## src/rtl/post_proc_pkg.sv

```systemverilog
// post_proc_pkg: shared types and constants for the
// post-processing frame sequencer.
package post_proc_pkg;

    localparam int PIX_W      = 8;
    localparam int COORD_W    = 10;
    localparam int ROW_SZ_DEF = 320;
    localparam int COL_SZ_DEF = 240;

    typedef enum logic [2:0] {
        S_IDLE,
        S_CLR,
        S_RD,
        S_PUSH,
        S_FLUSH,
        S_DONE
    } state_e;

endpackage

```

## src/rtl/post_proc_seq_raster_ctr.sv

```systemverilog
// raster_ctr: x/y/linear-address counter in raster order,
// wrapping to (0,0) after the last pixel of a frame.
module raster_ctr
    import post_proc_pkg::*;
#(
    parameter int ROW_SZ = ROW_SZ_DEF,
    parameter int COL_SZ = COL_SZ_DEF,
    parameter int ADDR_W = 17
) (
    input  logic               clk,
    input  logic               reset,
    input  logic               clr,
    input  logic               adv,
    output logic [COORD_W-1:0] x,
    output logic [COORD_W-1:0] y,
    output logic [ADDR_W-1:0]  lin,
    output logic               last
);

    logic [COORD_W-1:0] x_q, x_d;
    logic [COORD_W-1:0] y_q, y_d;
    logic [ADDR_W-1:0]  lin_q, lin_d;
    logic               x_end, y_end;

    // next position: clear wins, otherwise step one pixel in raster order
    always_comb begin
        x_end = (x_q == COORD_W'(ROW_SZ - 1));
        y_end = (y_q == COORD_W'(COL_SZ - 1));
        x_d   = x_q;
        y_d   = y_q;
        lin_d = lin_q;
        if (clr) begin
            x_d   = '0;
            y_d   = '0;
            lin_d = '0;
        end else if (adv) begin
            if (x_end) begin
                x_d = '0;
                y_d = y_end ? '0 : y_q + 1'b1;
            end else begin
                x_d = x_q + 1'b1;
            end
            lin_d = (x_end && y_end) ? '0 : lin_q + 1'b1;
        end
    end

    // counter registers
    always_ff @(posedge clk) begin
        if (reset) begin
            x_q   <= '0;
            y_q   <= '0;
            lin_q <= '0;
        end else begin
            x_q   <= x_d;
            y_q   <= y_d;
            lin_q <= lin_d;
        end
    end

    assign x    = x_q;
    assign y    = y_q;
    assign lin  = lin_q;
    assign last = x_end && y_end;

endmodule

```

## src/rtl/post_proc_seq.sv

```systemverilog
// post_proc_seq: streams one frame from memory through the median
// filter and writes results back. Option: POST_PROC_SEQ_PERF_EN.
module post_proc_seq
    import post_proc_pkg::*;
#(
    parameter int ROW_SZ    = ROW_SZ_DEF,
    parameter int COL_SZ    = COL_SZ_DEF,
    parameter int ADDR_W    = 17,
    parameter int FLUSH_LEN = 2 * ROW_SZ
) (
    input  logic               clk,
    input  logic               reset,
    input  logic               start,
    output logic               busy,
    output logic               done,
    output logic               err,
    output logic               rd_req,
    output logic [ADDR_W-1:0]  rd_addr,
    input  logic               rd_ack,
    input  logic [PIX_W-1:0]   rd_data,
    output logic               flt_reset,
    output logic [PIX_W-1:0]   flt_val,
    output logic [COORD_W-1:0] flt_x,
    output logic [COORD_W-1:0] flt_y,
    output logic               flt_valid,
    input  logic [PIX_W-1:0]   flt_out_val,
    input  logic [COORD_W-1:0] flt_out_x,
    input  logic [COORD_W-1:0] flt_out_y,
    input  logic               flt_out_valid,
    output logic               wr_en,
    output logic [ADDR_W-1:0]  wr_addr,
    output logic [PIX_W-1:0]   wr_data,
    input  logic               wr_ready
`ifdef POST_PROC_SEQ_PERF_EN
    ,
    output logic [23:0]        stall_cycles
`endif
);

    localparam int FCW = $clog2(FLUSH_LEN + 1);

    state_e             state_q, state_d;
    logic               err_q, err_d;
    logic               fin_q, fin_d;
    logic [PIX_W-1:0]   pix_q, pix_d;
    logic [FCW-1:0]     fcnt_q, fcnt_d;
    logic               clr, adv, push, last, fin_set;
    logic [COORD_W-1:0] x, y;
    logic [ADDR_W-1:0]  lin;

    raster_ctr #(
        .ROW_SZ (ROW_SZ),
        .COL_SZ (COL_SZ),
        .ADDR_W (ADDR_W)
    ) u_rd_ctr (
        .clk   (clk),
        .reset (reset),
        .clr   (clr),
        .adv   (adv),
        .x     (x),
        .y     (y),
        .lin   (lin),
        .last  (last)
    );

    // write-back path; once the last pixel lands, wrapped dummies are dropped
    always_comb begin
        wr_addr = ADDR_W'(flt_out_y) * ADDR_W'(ROW_SZ)
                + ADDR_W'(flt_out_x);
        wr_data = flt_out_val;
        wr_en   = flt_out_valid & wr_ready & busy & ~fin_q;
        fin_set = wr_en
                && (flt_out_x == COORD_W'(ROW_SZ - 1))
                && (flt_out_y == COORD_W'(COL_SZ - 1));
    end

    // frame sequencing: next state, strobes and datapath updates
    always_comb begin
        state_d   = state_q;
        err_d     = err_q;
        fin_d     = fin_q | fin_set;
        pix_d     = pix_q;
        fcnt_d    = fcnt_q;
        clr       = 1'b0;
        adv       = 1'b0;
        push      = 1'b0;
        rd_req    = 1'b0;
        busy      = (state_q != S_IDLE);
        done      = (state_q == S_DONE);
        flt_reset = (state_q == S_CLR);
        unique case (state_q)
            S_IDLE: begin
                if (start) begin
                    state_d = S_CLR;
                    err_d   = 1'b0;
                    fin_d   = 1'b0;
                    fcnt_d  = '0;
                    clr     = 1'b1;
                end
            end
            S_CLR: state_d = S_RD;
            S_RD: begin
                rd_req = wr_ready;
                if (wr_ready && rd_ack) begin
                    pix_d   = rd_data;
                    state_d = S_PUSH;
                end
            end
            S_PUSH: begin
                if (wr_ready) begin
                    push    = 1'b1;
                    adv     = 1'b1;
                    state_d = last ? S_FLUSH : S_RD;
                end
            end
            S_FLUSH: begin
                if (fin_q) begin
                    state_d = S_DONE;
                end else if (wr_ready) begin
                    push   = 1'b1;
                    adv    = 1'b1;
                    fcnt_d = fcnt_q + 1'b1;
                    if (fin_set) begin
                        state_d = S_DONE;
                    end else if (fcnt_q == FCW'(FLUSH_LEN - 1)) begin
                        err_d   = 1'b1;
                        state_d = S_DONE;
                    end
                end
            end
            S_DONE: state_d = S_IDLE;
            default: state_d = S_IDLE;
        endcase
    end

    // sequencer registers
    always_ff @(posedge clk) begin
        if (reset) begin
            state_q <= S_IDLE;
            err_q   <= 1'b0;
            fin_q   <= 1'b0;
            pix_q   <= '0;
            fcnt_q  <= '0;
        end else begin
            state_q <= state_d;
            err_q   <= err_d;
            fin_q   <= fin_d;
            pix_q   <= pix_d;
            fcnt_q  <= fcnt_d;
        end
    end

    assign err       = err_q;
    assign rd_addr   = lin;
    assign flt_valid = push;
    assign flt_val   = (state_q == S_FLUSH) ? '0 : pix_q;
    assign flt_x     = x;
    assign flt_y     = y;

`ifdef POST_PROC_SEQ_PERF_EN
    logic [23:0] stall_q, stall_d;

    // stall accounting: back-pressure or a read still waiting for its ack
    always_comb begin
        stall_d = stall_q;
        if (state_q == S_IDLE) begin
            if (start) stall_d = '0;
        end else if ((!wr_ready || (state_q == S_RD && !rd_ack))
                     && stall_q != '1) begin
            stall_d = stall_q + 1'b1;
        end
    end

    // stall counter register
    always_ff @(posedge clk) begin
        if (reset) stall_q <= '0;
        else       stall_q <= stall_d;
    end

    assign stall_cycles = stall_q;
`endif

endmodule
```

## config.mk

```make
export PLATFORM = sky130hd
export DESIGN_NAME = post_proc_seq
export DESIGN_NICKNAME = d
export VERILOG_FILES = /design/src/rtl/post_proc_pkg.sv /design/src/rtl/post_proc_seq_raster_ctr.sv /design/src/rtl/post_proc_seq.sv
export SDC_FILE = /design/constraint.sdc
export NUM_CORES = 1
export LEC_CHECK = 0
export BUFFER_PORTS_ARGS = -buffer_cell sky130_fd_sc_hd__buf_4
export CORE_ASPECT_RATIO = 0.9
export CORE_MARGIN = 4
export CORE_UTILIZATION = 55
export CTS_CLUSTER_SIZE = 40
export DETAILED_ROUTE_END_ITERATION = 8
export GPL_TIMING_DRIVEN = 0
export PLACE_DENSITY = 0.95
export SYNTH_ARGS = -nofsm -noshare
export SYNTH_HDL_FRONTEND = slang
export SYNTH_SLANG_ARGS = --single-unit
```

## constraint.sdc

```tcl
create_clock -name clk -period 6.7 [get_ports clk]
set_clock_uncertainty 0.15 [all_clocks]
set_input_delay 1.34 -clock clk [delete_from_list [all_inputs] [get_ports clk]]
set_output_delay 1.34 -clock clk [all_outputs]
set_load 0.05 [all_outputs]
```

**Word-level counts from Yosys, hierarchy flattened**

Index checks and enable logic that the tools add are counted.

- Input bits: 42
- Bits in registers: 60

- Reduce and logical (&&, ||, !) cells: 13
- Multiply operators: 1
- Equality and inequality tests: 19
- $add $sub $neg: 5
- Muxes and demuxes: 31
- Bitwise logic cells: 5

Operator list:

| kind | count |
|---|---|
| $mux W10 | 5 |
| $add A10 B1 Y10 const B | 3 |
| $mux W3 | 8 |
| $eq A10 B8 Y1 const B | 2 |
| $eq A10 B9 Y1 const B | 2 |
| $pmux W10 S2 | 1 |
| $add A17 B1 Y17 const B | 1 |
| $add A17 B10 Y17 | 1 |
| $mux W17 | 1 |
| $pmux W3 S5 | 1 |
| $ne A2 B2 Y1 const B | 7 |
| $mux W1 | 12 |
| $mul A10 B3 Y11 const B | 1 |
| $eq A10 B10 Y1 const B | 1 |
| $mux W8 | 1 |
| $eq A3 B2 Y1 const B | 2 |
| $eq A3 B3 Y1 const B | 2 |
| $reduce_and A6 Y1 | 1 |
| $reduce_and A5 Y1 | 1 |
| $logic_and A1 B1 Y1 | 4 |
| $ne A4 B4 Y1 const B | 1 |
| $pmux W1 S2 | 2 |
| $reduce_and A2 Y1 | 2 |
| $reduce_and A4 Y1 | 1 |
| other kinds (9) | 11 |

**Depth between registers and ports, before layout**

- Word-level depth: 9
- Mapped depth: 9
- Depth with buffers taken out: 8

**Modules after synthesis**

Synthesis repeated with hierarchy kept, for this count alone.

- Cell total of the unflattened synthesis: 434
- Area, all modules: 3,717.3 um2

By module, submodules not included:

| module | times used | cells an instance | area each (um2) |
|---|---|---|---|
| post_proc_seq | 1 | 225 | 1,915.6 |
| raster_ctr | 1 | 209 | 1,801.7 |

**Least setup slack after synthesis**

OpenSTA, ideal clock, no wires.

- Kind: input to output
- Start point: input flt_out_y[1]
- End point: output wr_addr[16]
- Required time: 5,210 ps
- Cell stages on the path: 8
- Data arrival time: 4,059 ps
- Buffers on the path: 0
- Path slack: 1,151 ps
- Cells stage by stage: ha_1 > ha_1 > fa_1 > a211oi_2 > nor4b_1 > a2111oi_0 > and4bb_1 > xnor3_1

- Cells in the longest elaborated chain, start to end: 2

Ends and longest elaborated chain:

| what | line | RTL |
|---|---|---|
| from (decl) | post_proc_seq.sv:28 | `input logic [COORD_W-1:0] flt_out_y,` |
| $mul A10 B3 Y11 | post_proc_seq.sv:68 | `wr_addr = ADDR_W'(flt_out_y) * ADDR_W'(ROW_SZ)` |
| $add A17 B10 Y17 | post_proc_seq.sv:69 | `+ ADDR_W'(flt_out_x);` |
| to (decl) | post_proc_seq.sv:31 | `output logic [ADDR_W-1:0] wr_addr,` |

No other way between the ends.

**Worst setup path in the final report**

Ends and elaborated chain as after synthesis.

==> run metrics <==
reg-to-reg slack, setup=4220 ps; distinct cell type count after synthesis=61; RSZ-0062 raised after global routing=no; worst endpoint data arrival time=4400 ps; max cap viols=0; final hold vios=0; Top-Level Pins=119; port bufs=109; drt initial violations=178; core box area=0.00655 mm^2; worst-path cell chain=buf_4 > ha_1 > ha_1 > fa_1 > a211oi_2 > nor4b_1 > a2111oi_0 > and4bb_1 > xnor3_1 > buf_4; CTS tree=done; worst vdd ir=139 uV; crit path kind=input pin to output port; GRT Util Overall=23.1%; Area contributors post-synth=dfxtp_1, ha_1, nor2_1, xnor2_1, xor2_1; Post-synth top flop=dfxtp_1; Synth Area per Inst=8.48 um^2; Synth-to-Final Area Change=30.9%; Post-CTS Hold Fix Bufs=0; Initial Utilization=56.7%; r2r endpoint=u_rd_ctr.lin[2]; ANT nets after route=0; flops & latches, synth=60; Mapped Cells=438; Crit Path Max Fanout=5; clk slew on worst S/H paths=70 ps; Min Hold Slack=334 ps; Leak=2.08 nW; CP delay by family, top=compound AO/OA/AOI/OAI gates; worst path buffer plus inverter count=2; CP Data Required Time=5210 ps; vias in the first global route=3,557; worst slew pin tran=654 ps; Pwr per Cell Area=215 mW/mm^2; GRT Residual Overflow=0; Synth top area share=32.4%; final WL=9.45 mm; drt drc=0; Endpoint, Worst Hold=pix_q[5]; status=finished clean; Syn Std Cell Area=0.00371 mm^2; Die Ht=85.9 um; syn nets=505; cell row count=28; Max stage delay cell, worst path=a2111oi_0; Final nets=625; post-CTS sizing=0; crit end category=output port; Detail Placement HPWL=7.22 mm; Post-synth EDFFs=0; Setup violations, final=0; worst hold start=pix_q[5]; Die X-Extent=94.6 um; initial antenna violation count=0; Post-synth ARST share=0%; routability cong.=0.867; clock tree sinks=60; Sum Neg Setup Slack=0 ps; reg2reg path depth=8; clk_lat worst skew=330 ps; global-route wire length before repair=15.2 mm; H-Tree Level Count=3; drt wl/cell=14.5 um; Post-CTS Setup Inserts=0; final max-slew violation count=0; Worst setup SP type=input pin; CTS Buf Count=9; most common cell in the synthesized netlist=nor2_1; layout cell share with drive strength beyond 1=27.5%; Critical R2R Launch=state_q[2]; die footprint=0.00813 mm^2; final period demand of the worst path=5890 ps; # diodes=0; Final Util=74.2%; Synthesis Warnings=0; fraction of the yosys area taken by sequential cells=32.4%; largest net degree at the start of global routing=11; Slowest Stage Delay on Critical Path=600 ps; Hold Crit Depth=2; via count=3,679; max_slew headroom=55.3%; Synth area leader=dfxtp_1; CTS max path bufs=2; Final Cycle Share=87.9%; Pre-antenna DRT Iters=6; clock root buffer=clkbuf_8; top cells by count, synth=nor2_1, dfxtp_1, nand2_1, xnor2_1, ha_1; Hold Crit Class=flop to flop; fmax=170 MHz; vias per inst=5.63
==> layout make-up <==
| class | count | area (um^2) |
|---|---|---|
| Tap cell | 90 | 113 |
| Timing Repair Buffer | 109 | 818 |
| Sequential cell | 60 | 1200 |
| Fill cell | 460 | 1690 |
| Clock inverter | 5 | 75.1 |
| Inverter | 15 | 56.3 |
| Multi-Input combinational cell | 337 | 2300 |
| Buffer | 26 | 154 |
| Clock buffer | 11 | 141 |
==> metal layers <==
layer	vias up	share of wire, %	global-route usage [%]	wire length, um
met1	1709	40	27.0	3810
met2	175	49	40.5	4660
met3	20	8.9	6.93	837
met4	0	1.5	6.82	139
li1	1775	-	-	-
met5	-	0	0	0
==> worst min-delay path: stages, from the launching register on <==
cell,delay (ps)
dfxtp_1,320
mux2i_1,60
nor2_1,70
==> worst max path at each step <==
stage,cells past startpoint,endpoint,from
2_1_floorplan,8,wr_addr[16],flt_out_y[1]
3_3_place_gp,10,wr_addr[16],flt_out_y[1]
6_report,10,wr_addr[16],flt_out_y[1]
4_1_cts,10,wr_addr[16],flt_out_y[1]
5_1_grt,10,wr_addr[16],flt_out_y[1]
3_5_place_dp,10,wr_addr[16],flt_out_y[1]
==> state kept, by name, indices dropped and copies added, names as in the netlist <==
register	cells
fin_q	1
u_rd_ctr.y	10
u_rd_ctr.lin	17
u_rd_ctr.x	10
err	1
pix_q	8
state_q	3
fcnt_q	10
==> cells in the final DEF, fill, tap and decap left out, drive strengths merged, types with 10 or more instances in the layout <==
cell / instances
a21oi: 16
and2: 11
and3: 10
buf: 126
clkbuf: 20
dfxtp: 60
ha: 23
inv: 15
nand2: 27
nand3: 15
nand4: 16
nor2: 71
xnor2: 25
xor2: 20
==> per-stage QoR <==
| stage | instance area [um^2] | cells | power (mW) | setup WS, ps |
|---|---|---|---|---|
| after floorplan | 3710 | 438 | 0.604 | 1150 |
| after global routing | 4860 | 653 | 1.09 | 625 |
| final | 4860 | 653 | 1.05 | 809 |
| after detailed placement | 4640 | 637 | 0.697 | 861 |
| after CTS | 4860 | 653 | 1.05 | 799 |
| after global placement | 4640 | 637 | 0.690 | 932 |
==> report_power, final <==
part	total [mW]	internal (mW)	leakage, nW	switching, mW
registers	0.364	0.361	0.484	0.00308
logic	0.328	0.114	1.48	0.214
clock network	0.355	0.218	0.113	0.138
==> cells by family (layout without fill, tap and decap cells) <==
| logic type | count (synthesis) | in the layout | synth area share [%] |
|---|---|---|---|
| multiplexers | 9 | 9 | 2.43 |
| adder cells (fa/ha/maj) | 25 | 25 | 8.83 |
| XOR/XNOR | 46 | 46 | 11.4 |
| flip-flops | 60 | 60 | 32.4 |
| buffers and inverters | 41 | 166 | 5.66 |
| AO/OA/AOI/OAI | 53 | 53 | 9.98 |
| AND/OR/NAND/NOR | 204 | 204 | 29.3 |
(Power assumes the default switching activity.)
